[src/rtl/gray_arb_pkg.sv]
// Shared definitions for the round-robin arbiter that feeds a single
// binary-to-Gray converter: default sizing, output-stage state encoding
// and a reference conversion helper for the default width.
package gray_arb_pkg;

    localparam int N_REQ_DEFAULT = 4;
    localparam int WIDTH_DEFAULT = 4;
    localparam int ID_W          = $clog2(N_REQ_DEFAULT);

    // Output register occupancy: EMPTY means out_valid=0, FULL means out_valid=1.
    typedef enum logic {
        EMPTY = 1'b0,
        FULL  = 1'b1
    } out_state_t;

    // Gray encoding: each bit is the XOR of itself and the next more significant bit.
    function automatic logic [WIDTH_DEFAULT-1:0] bin2gray(input logic [WIDTH_DEFAULT-1:0] b);
        return b ^ (b >> 1);
    endfunction

endpackage

[src/rtl/binary_to_gray_n.sv]
// Purely combinational binary-to-Gray converter of parameterised width.
// The MSB passes straight through; every lower bit is B[k+1] ^ B[k].
module binary_to_gray_n #(
    parameter int WIDTH = 4
) (
    input  logic [WIDTH-1:0] bin,
    output logic [WIDTH-1:0] gray
);

    assign gray = bin ^ (bin >> 1);

endmodule

[src/rtl/gray_conv_arbiter.sv]
// Round-robin arbiter sharing one binary-to-Gray converter between N_REQ
// requesters, with a single-entry output register.
//
// Handshakes:
//   req/ack   : requester i holds req[i] (with stable bin_in slice) until it
//               sees ack[i]; ack is one-hot, combinational, and marks the cycle
//               in which that requester's value is captured on the next edge.
//   out_valid/out_ready : a value transfers on any rising edge where both are
//               high; out_gray/out_id stay stable while out_valid && !out_ready.
//
// The output register may be reloaded in the same cycle it drains, so a
// continuous stream sustains one conversion per cycle.
module gray_conv_arbiter
    import gray_arb_pkg::*;
#(
    parameter  int N_REQ = N_REQ_DEFAULT,
    parameter  int WIDTH = WIDTH_DEFAULT,
    localparam int ID_W  = $clog2(N_REQ)
) (
    input  logic                   clk,
    input  logic                   rst_n,
    input  logic [N_REQ-1:0]       req,
    input  logic [N_REQ*WIDTH-1:0] bin_in,
    output logic [N_REQ-1:0]       ack,
    output logic                   out_valid,
    input  logic                   out_ready,
    output logic [WIDTH-1:0]       out_gray,
    output logic [ID_W-1:0]        out_id
);

    out_state_t        state;
    logic [ID_W-1:0]   last_grant;
    logic [ID_W-1:0]   winner;
    logic              grant_found;
    logic              load_ok;
    logic              do_grant;
    logic [WIDTH-1:0]  win_bin;
    logic [WIDTH-1:0]  win_gray;

    assign out_valid = (state == FULL);

    // The register can take a new value when it is empty or draining this cycle.
    assign load_ok  = !out_valid || out_ready;
    assign do_grant = grant_found && load_ok && rst_n;

    // Rotate-and-priority-encode: search starts one past the last winner.
    always_comb begin
        int              idx;
        logic [ID_W-1:0] cand;
        idx         = 0;
        cand        = '0;
        grant_found = 1'b0;
        winner      = '0;
        for (int off = 1; off <= N_REQ; off++) begin
            idx  = (int'(last_grant) + off) % N_REQ;
            cand = ID_W'(idx);
            if (!grant_found && req[cand]) begin
                grant_found = 1'b1;
                winner      = cand;
            end
        end
    end

    // One-hot acknowledge for the winner, only when the capture actually happens.
    always_comb begin
        ack = '0;
        if (do_grant) begin
            ack[winner] = 1'b1;
        end
    end

    // Select the winner's binary value for the shared converter.
    always_comb begin
        win_bin = '0;
        for (int i = 0; i < N_REQ; i++) begin
            if (ID_W'(i) == winner) begin
                win_bin = bin_in[i*WIDTH +: WIDTH];
            end
        end
    end

    binary_to_gray_n #(
        .WIDTH (WIDTH)
    ) u_conv (
        .bin  (win_bin),
        .gray (win_gray)
    );

    // Output-stage FSM: load on grant, empty on drain without grant, hold otherwise.
    always_ff @(posedge clk or negedge rst_n) begin
        if (!rst_n) begin
            state      <= EMPTY;
            out_gray   <= '0;
            out_id     <= '0;
            last_grant <= ID_W'(N_REQ - 1);
        end else begin
            case (state)
                EMPTY: begin
                    if (do_grant) begin
                        state      <= FULL;
                        out_gray   <= win_gray;
                        out_id     <= winner;
                        last_grant <= winner;
                    end
                end
                FULL: begin
                    if (do_grant) begin
                        out_gray   <= win_gray;
                        out_id     <= winner;
                        last_grant <= winner;
                    end else if (out_ready) begin
                        state <= EMPTY;
                    end
                end
                default: state <= EMPTY;
            endcase
        end
    end

endmodule

[config.mk]
export PLATFORM = sky130hd
export DESIGN_NAME = gray_conv_arbiter
export DESIGN_NICKNAME = d
export VERILOG_FILES = /design/src/rtl/gray_arb_pkg.sv /design/src/rtl/binary_to_gray_n.sv /design/src/rtl/gray_conv_arbiter.sv
export SDC_FILE = /design/constraint.sdc
export NUM_CORES = 1
export LEC_CHECK = 0
export ABC_AREA = 1
export BUFFER_PORTS_ARGS = -buffer_cell sky130_fd_sc_hd__buf_2
export CAP_MARGIN = 10
export CORE_MARGIN = 1.5
export CORE_UTILIZATION = 45
export CTS_CLUSTER_SIZE = 10
export DETAILED_ROUTE_END_ITERATION = 6
export PLACE_DENSITY = 0.77
export SYNTH_ARGS = -nofsm -noshare
export SYNTH_HDL_FRONTEND = slang
export SYNTH_HIERARCHICAL = 1
export SYNTH_SLANG_ARGS = --single-unit
[constraint.sdc]
create_clock -name clk -period 4.5 [get_ports clk]
set_input_delay 1.35 -clock clk [delete_from_list [all_inputs] [get_ports clk]]
set_output_delay 1.35 -clock clk [all_outputs]
set_load 0.01 [all_outputs]
# Word level (Yosys, flattened, before mapping)
# Index checks and enable logic that the tools add are counted.
# W data, S select, Z words.
[classes]
n_addsub = 4
magnitude_cmp = 6
n_eq_ne = 3
mux = 29
bitwise = 2
n_reduce_logical = 12
[ops]
columns = ["op", "count"]
rows = [
  ["$mux W4", 6],
  ["$lt A2 B3 Y1 const B", 5],
  ["$mux W1", 12],
  ["$mux W2", 5],
  ["$bmux W1 S2", 4],
  ["$logic_and A1 B1 Y1", 6],
  ["$add A2 B1 Y2 const B", 2],
  ["$add A2 B2 Y2 const B", 2],
  ["$eq A2 B2 Y1 const A", 2],
  ["$logic_not A1 Y1", 4],
  ["$xor A4 B3 Y4", 1],
  ["$demux W1 S2", 1],
  ["$eq A1 B2 Y1 const A", 1],
  ["$ge A2 B1 Y1 const B", 1],
  ["$logic_not A2 Y1", 1],
  ["$pmux W1 S2", 1],
  ["$logic_or A1 B1 Y1", 1],
  ["$not A1 Y1", 1],
]
[word_totals]
reg_bits = 9
inputBits = 23
out_inout_bits = 11
wordCells = 60

# Logic depth before layout (Yosys ltp)
[logic_depth]
depth_word = 20
ltp_mapped = 18
ltp_nobuf = 17

# Modules after synthesis
# The synthesis kept the hierarchy.
[modules_own_cells]
columns = ["module", "n_inst", "cells_each", "area_per_inst_um2", "seq_area_each_um2"]
rows = [
  ["gray_conv_arbiter", 1, 119, 908.4, 227.7],
  ["binary_to_gray_n", 1, 14, 56.3, 0.0],
]

# Worst setup path before layout
# Ideal clock, no wire load.
[synth_path]
path_type = "input to output"
from = "input port req[3]"
to = "output port ack[1]"
arrival_ns = 2.310
t_required_ns = 3.150
slack_ns = 0.840
path_stages = 11
path_buffers = 0
cell_sequence = "nand2_1 > nand2_2 > nand2_1 > nand2_2 > nor2_8 > nand3_2 > nand2_4 > nand2_8 > inv_4 > nand2_4 > nor2_2"
[synth_via]
elab_chain_cells = 17
elab_cells_between_ends = 30
cone_classes = "2 x order compare; 19 x mux; 9 x reduce/logical"
[synth_rtl]
columns = ["item", "line", "text"]
rows = [
  ["from (decl)", "gray_conv_arbiter.sv:22", "input logic [N_REQ-1:0] req,"],
  ["$bmux W1 S2", "gray_conv_arbiter.sv:57", "if (!grant_found && req[cand]) begin"],
  ["$mux W1 (implied by the code)", "gray_conv_arbiter.sv:57", ""],
  ["$mux W1", "gray_conv_arbiter.sv:57", ""],
  ["$logic_not A1 Y1", "gray_conv_arbiter.sv:57", ""],
  ["$logic_and A1 B1 Y1", "gray_conv_arbiter.sv:57", ""],
  ["$mux W1", "gray_conv_arbiter.sv:57", ""],
  ["$logic_not A1 Y1", "gray_conv_arbiter.sv:57", ""],
  ["$logic_and A1 B1 Y1", "gray_conv_arbiter.sv:57", ""],
  ["$mux W1", "gray_conv_arbiter.sv:57", ""],
  ["$logic_not A1 Y1", "gray_conv_arbiter.sv:57", ""],
  ["$logic_and A1 B1 Y1", "gray_conv_arbiter.sv:57", ""],
  ["$mux W2", "gray_conv_arbiter.sv:57", ""],
  ["$lt A2 B3 Y1 (implied by the code) or $ge A2 B1 Y1 (tied branches)", "gray_conv_arbiter.sv:68", "ack[winner] = 1'b1;"],
  ["$logic_and A1 B1 Y1 (implied by the code)", "gray_conv_arbiter.sv:68", ""],
  ["$mux W1 (implied by the code)", "gray_conv_arbiter.sv:68", ""],
  ["$demux W1 S2", "gray_conv_arbiter.sv:68", ""],
  ["$mux W4 (*)", "gray_conv_arbiter.sv:67", "if (do_grant) begin"],
  ["to (decl)", "gray_conv_arbiter.sv:24", "output logic [N_REQ-1:0] ack,"],
]
# Mark *: on every way between the ends. The rest lies on a longest branch, timed or not. The select of a mux whose other input is x is not followed.

# Worst setup path after layout
[layout_path]
from = "input port req[3]"
to = "output port ack[3]"
# Same word-level chain as after synthesis.

==> out/metrics.yaml <==
cts:
  insertion_delay_ns: 0.26
  path_clk_slew_ns: 0.06
  cts_resized: 0
  ctsHtreeMaxLevel: 1
  cts_max_path_buffers: 2
  cts_sinks: 9
  cts_tree: "yes"
  post_cts.repair.setup_buffers: 0
  cts-buffers-inserted: 3
  cts_hold_buf: 0
  root_buffer: "clkbuf_4"
timing:
  finClkSkew_ns: 0.00357
  setup_violations: 0
  timing.final.ws_setup_ns: 0.540
  tightest_slew_ns: 0.360
  slew_headroom_pct: 75.9
  period_needed_ns: 3.96
  drv_slew: 0
  rsz0062_at_grt: "no"
  hold-worst-slack_ns: 0.478
  hold_viol_final: 0
  fin_setup_tns_ns: 0
  fin_crit_sh_pct: 88.0
  max_freq_ghz: 0.253
pwr:
  clockPowerShare_pct: 5.3
  power_density_mw_per_mm2: 1000
  finalPower_mw: 1.16
  p_int_uw: 476
  swShare_pct: 59.0
  ir_worst_vdd_mv: 0.504
  leakage_nw: 0.648
  p_sw_uw: 685
  p_seq_share_pct: 14.1
  combPwrFrac_pct: 80.6
finish:
  final_core_util_pct: 58.5
  fin_cells: 194
  antenna_cells: 0
  final_nets: 191
  syn2layout_area_growth_pct: 20.2
  fin_area_mm2: 0.00116
  fillers: 189
  drive_above_1_share_pct: 44.9
  register_area_um2: 228
  multiInputGateArea_um2: 643
place:
  dp_slack_ns: 0.530
  portBuffers: 33
  gp_congestion: 0.874
  dpl_cell_area_mm2: 0.00113
  dpl.hpwl_um: 1760
  dpl.cell_count: 190
synthesis:
  synth_fa_ha_area_share_pct: 0
  synth_seq_cells: 9
  synth_nets: 156
  synth_compound_area_share_pct: 5.45
  post-synth-top-count-cell: "nand2_1"
  yosys.area_share.simple_pct: 61.2
  ys.flop_type: "dfrtp_1"
  netlist_instances: 133
  synthArstFlopShare_pct: 100
  synth_top_family_by_area: "simple AND/OR/NAND/NOR gates"
  ys_top_cells_by_count: "nand2_1, nand3_1, nand2_4, nand4_1, inv_1"
  synthXorXnorAreaFrac_pct: 0
  synth_area_um2: 965
  synth_area_leaders: "nand2_1, dfrtp_1, nand2_4"
  synth.distinct_cells: 27
  yosys_warnings: 6
  synth_top_cell_by_area: "nand2_1"
  synth_edf_count: 0
  syn_avg_cell_area_um2: 7.25
  synth_top_area_share_pct: 20.2
  synth_mux_area_share_pct: 0
  ys_seq_area_share_pct: 23.6
critical_path:
  cp-end-kind: "output port"
  crit-reg2reg-launch: "last_grant[0]"
  path_class: "input pin to output port"
  worstPathCellList: "buf_2 > nand2_1 > nand2_2 > nand2_1 > nand2_2 > nor2_8 > nand4_2 > o211ai_4 > inv_6 > nand2_4 > nor2_2 > buf_2"
  rrSetupSlack_ns: 2.27
  max_stage_delay_ns: 0.18
  r2r_cells: 17
  start_kind: "input pin"
  required_ns: 3.15
  r2r-end: "out_gray[0]"
  arrival_ns: 2.61
  cp_max_fo: 9
  crit_slowest_cell: "o211ai_4"
route:
  drc: 0
  viasPerCell: 4.95
  top_layer_used: "met4"
  met3_length_um: 105
  drt-total-wl_um: 2170
  drtIter0Drc: 23
  avgRoutedWirePerCell_um: 11.2
  dr_wl_met2_um: 1160
  ant_nets: 0
  via_count: 960
  dr.pass1.iters: 4
  wl_met1_um: 888
die:
  die_x_um: 49.3
  num_rows: 16
  core_area_mm2: 0.00198
  start_util_pct: 48.7
  die_h_um: 49.3
  die_area_mm2: 0.00243
  num_io_pins: 34
min_path:
  holdCritStartpoint: "out_gray[2]"
  min_path_cells: 2
  hold_path_class: "register to register"
  whs_endpoint: "out_gray[2]"
global_routing:
  globalRouteTotalUtil_pct: 20.3
  grt_overflow_total: 0
  grt_pass1_wl_um: 3880
  antenna_found_initial: 0
  grt_max_degree: 13
  grt_pass1_vias: 948
run:
  maxCapViolations: 0
run_status:
  status: "completed"
==> worst max-delay path by stage <==
stage / end / from / slack, ns
2_1_floorplan: ack[1] / req[3] / 0.84
3_3_place_gp: ack[3] / req[3] / 0.56
3_5_place_dp: ack[3] / req[3] / 0.53
4_1_cts: ack[3] / req[3] / 0.52
5_1_grt: ack[3] / req[3] / 0.41
6_report: ack[3] / req[3] / 0.54
==> cells in the final DEF (no fill, tap or decap) <==
cell / synthesis / layout
nand2_1: 52 / 52
buf_2: 0 / 33
nand3_1: 12 / 12
nand2_4: 9 / 9
nand4_1: 9 / 9
inv_1: 8 / 8
nand2_2: 7 / 7
dfrtp_1: 7 / 7
nor2_2: 5 / 5
clkbuf_4: 0 / 3
inv_2: 2 / 2
nor2_1: 2 / 2
o21ai_2: 2 / 2
dfstp_2: 2 / 2
inv_8: 1 / 1
nor2_8: 1 / 1
nand3b_2: 1 / 1
nand4_2: 1 / 1
o211ai_4: 1 / 1
inv_6: 1 / 1
nand3_2: 1 / 1
a21oi_2: 1 / 1
nand2_8: 1 / 1
inv_4: 1 / 1
nor3_2: 1 / 1
nor2_4: 1 / 1
o21ai_0: 1 / 1
clkbuf_1: 0 / 1
==> critical path, delay by kind of cell <==
kind	cells	cell delay [ns]
AND/OR/NAND/NOR	8	0.73
buffers and inverters	3	0.35
AO/OA/AOI/OAI	1	0.18
==> area by class of cell <==
class                   instances  share of cell area [%]
inverters                      13                    5.50
flip-flops and latches          9                    19.6
well taps                      27                    2.91
multi-input cells             108                    55.4
clock buffers                   4                    2.27
repair buffers                 33                    14.2
==> routing by layer <==
layer,GRT usage [%],up-vias
met5,0,-
met4,8.10,0
met3,6.13,5
met2,37.2,32
met1,21.3,429
li1,-,494
==> sequential cells by signal (all words and copies together) (netlist names) <==
name and flops:
out_gray 4, last_grant 2, out_id 2, out_valid 1
==> cell families after synthesis <==
| logic type | after synthesis |
|---|---|
| AO/OA/AOI/OAI | 5 |
| buffers and inverters | 16 |
| flip-flops | 9 |
| AND/OR/NAND/NOR | 103 |
==> power groups by stage <==
stage | Sequential [mW] | Clock (mW) | Combinational (mW)
detailed placement | 0.165 | 0 | 0.934
CTS | 0.164 | 0.0624 | 0.939
finish | 0.164 | 0.0614 | 0.935
global placement | 0.164 | 0 | 0.910
global route | 0.169 | 0.0678 | 1.05
floorplan | 0.165 | 0 | 0.802
(Power assumes the default switching activity.)
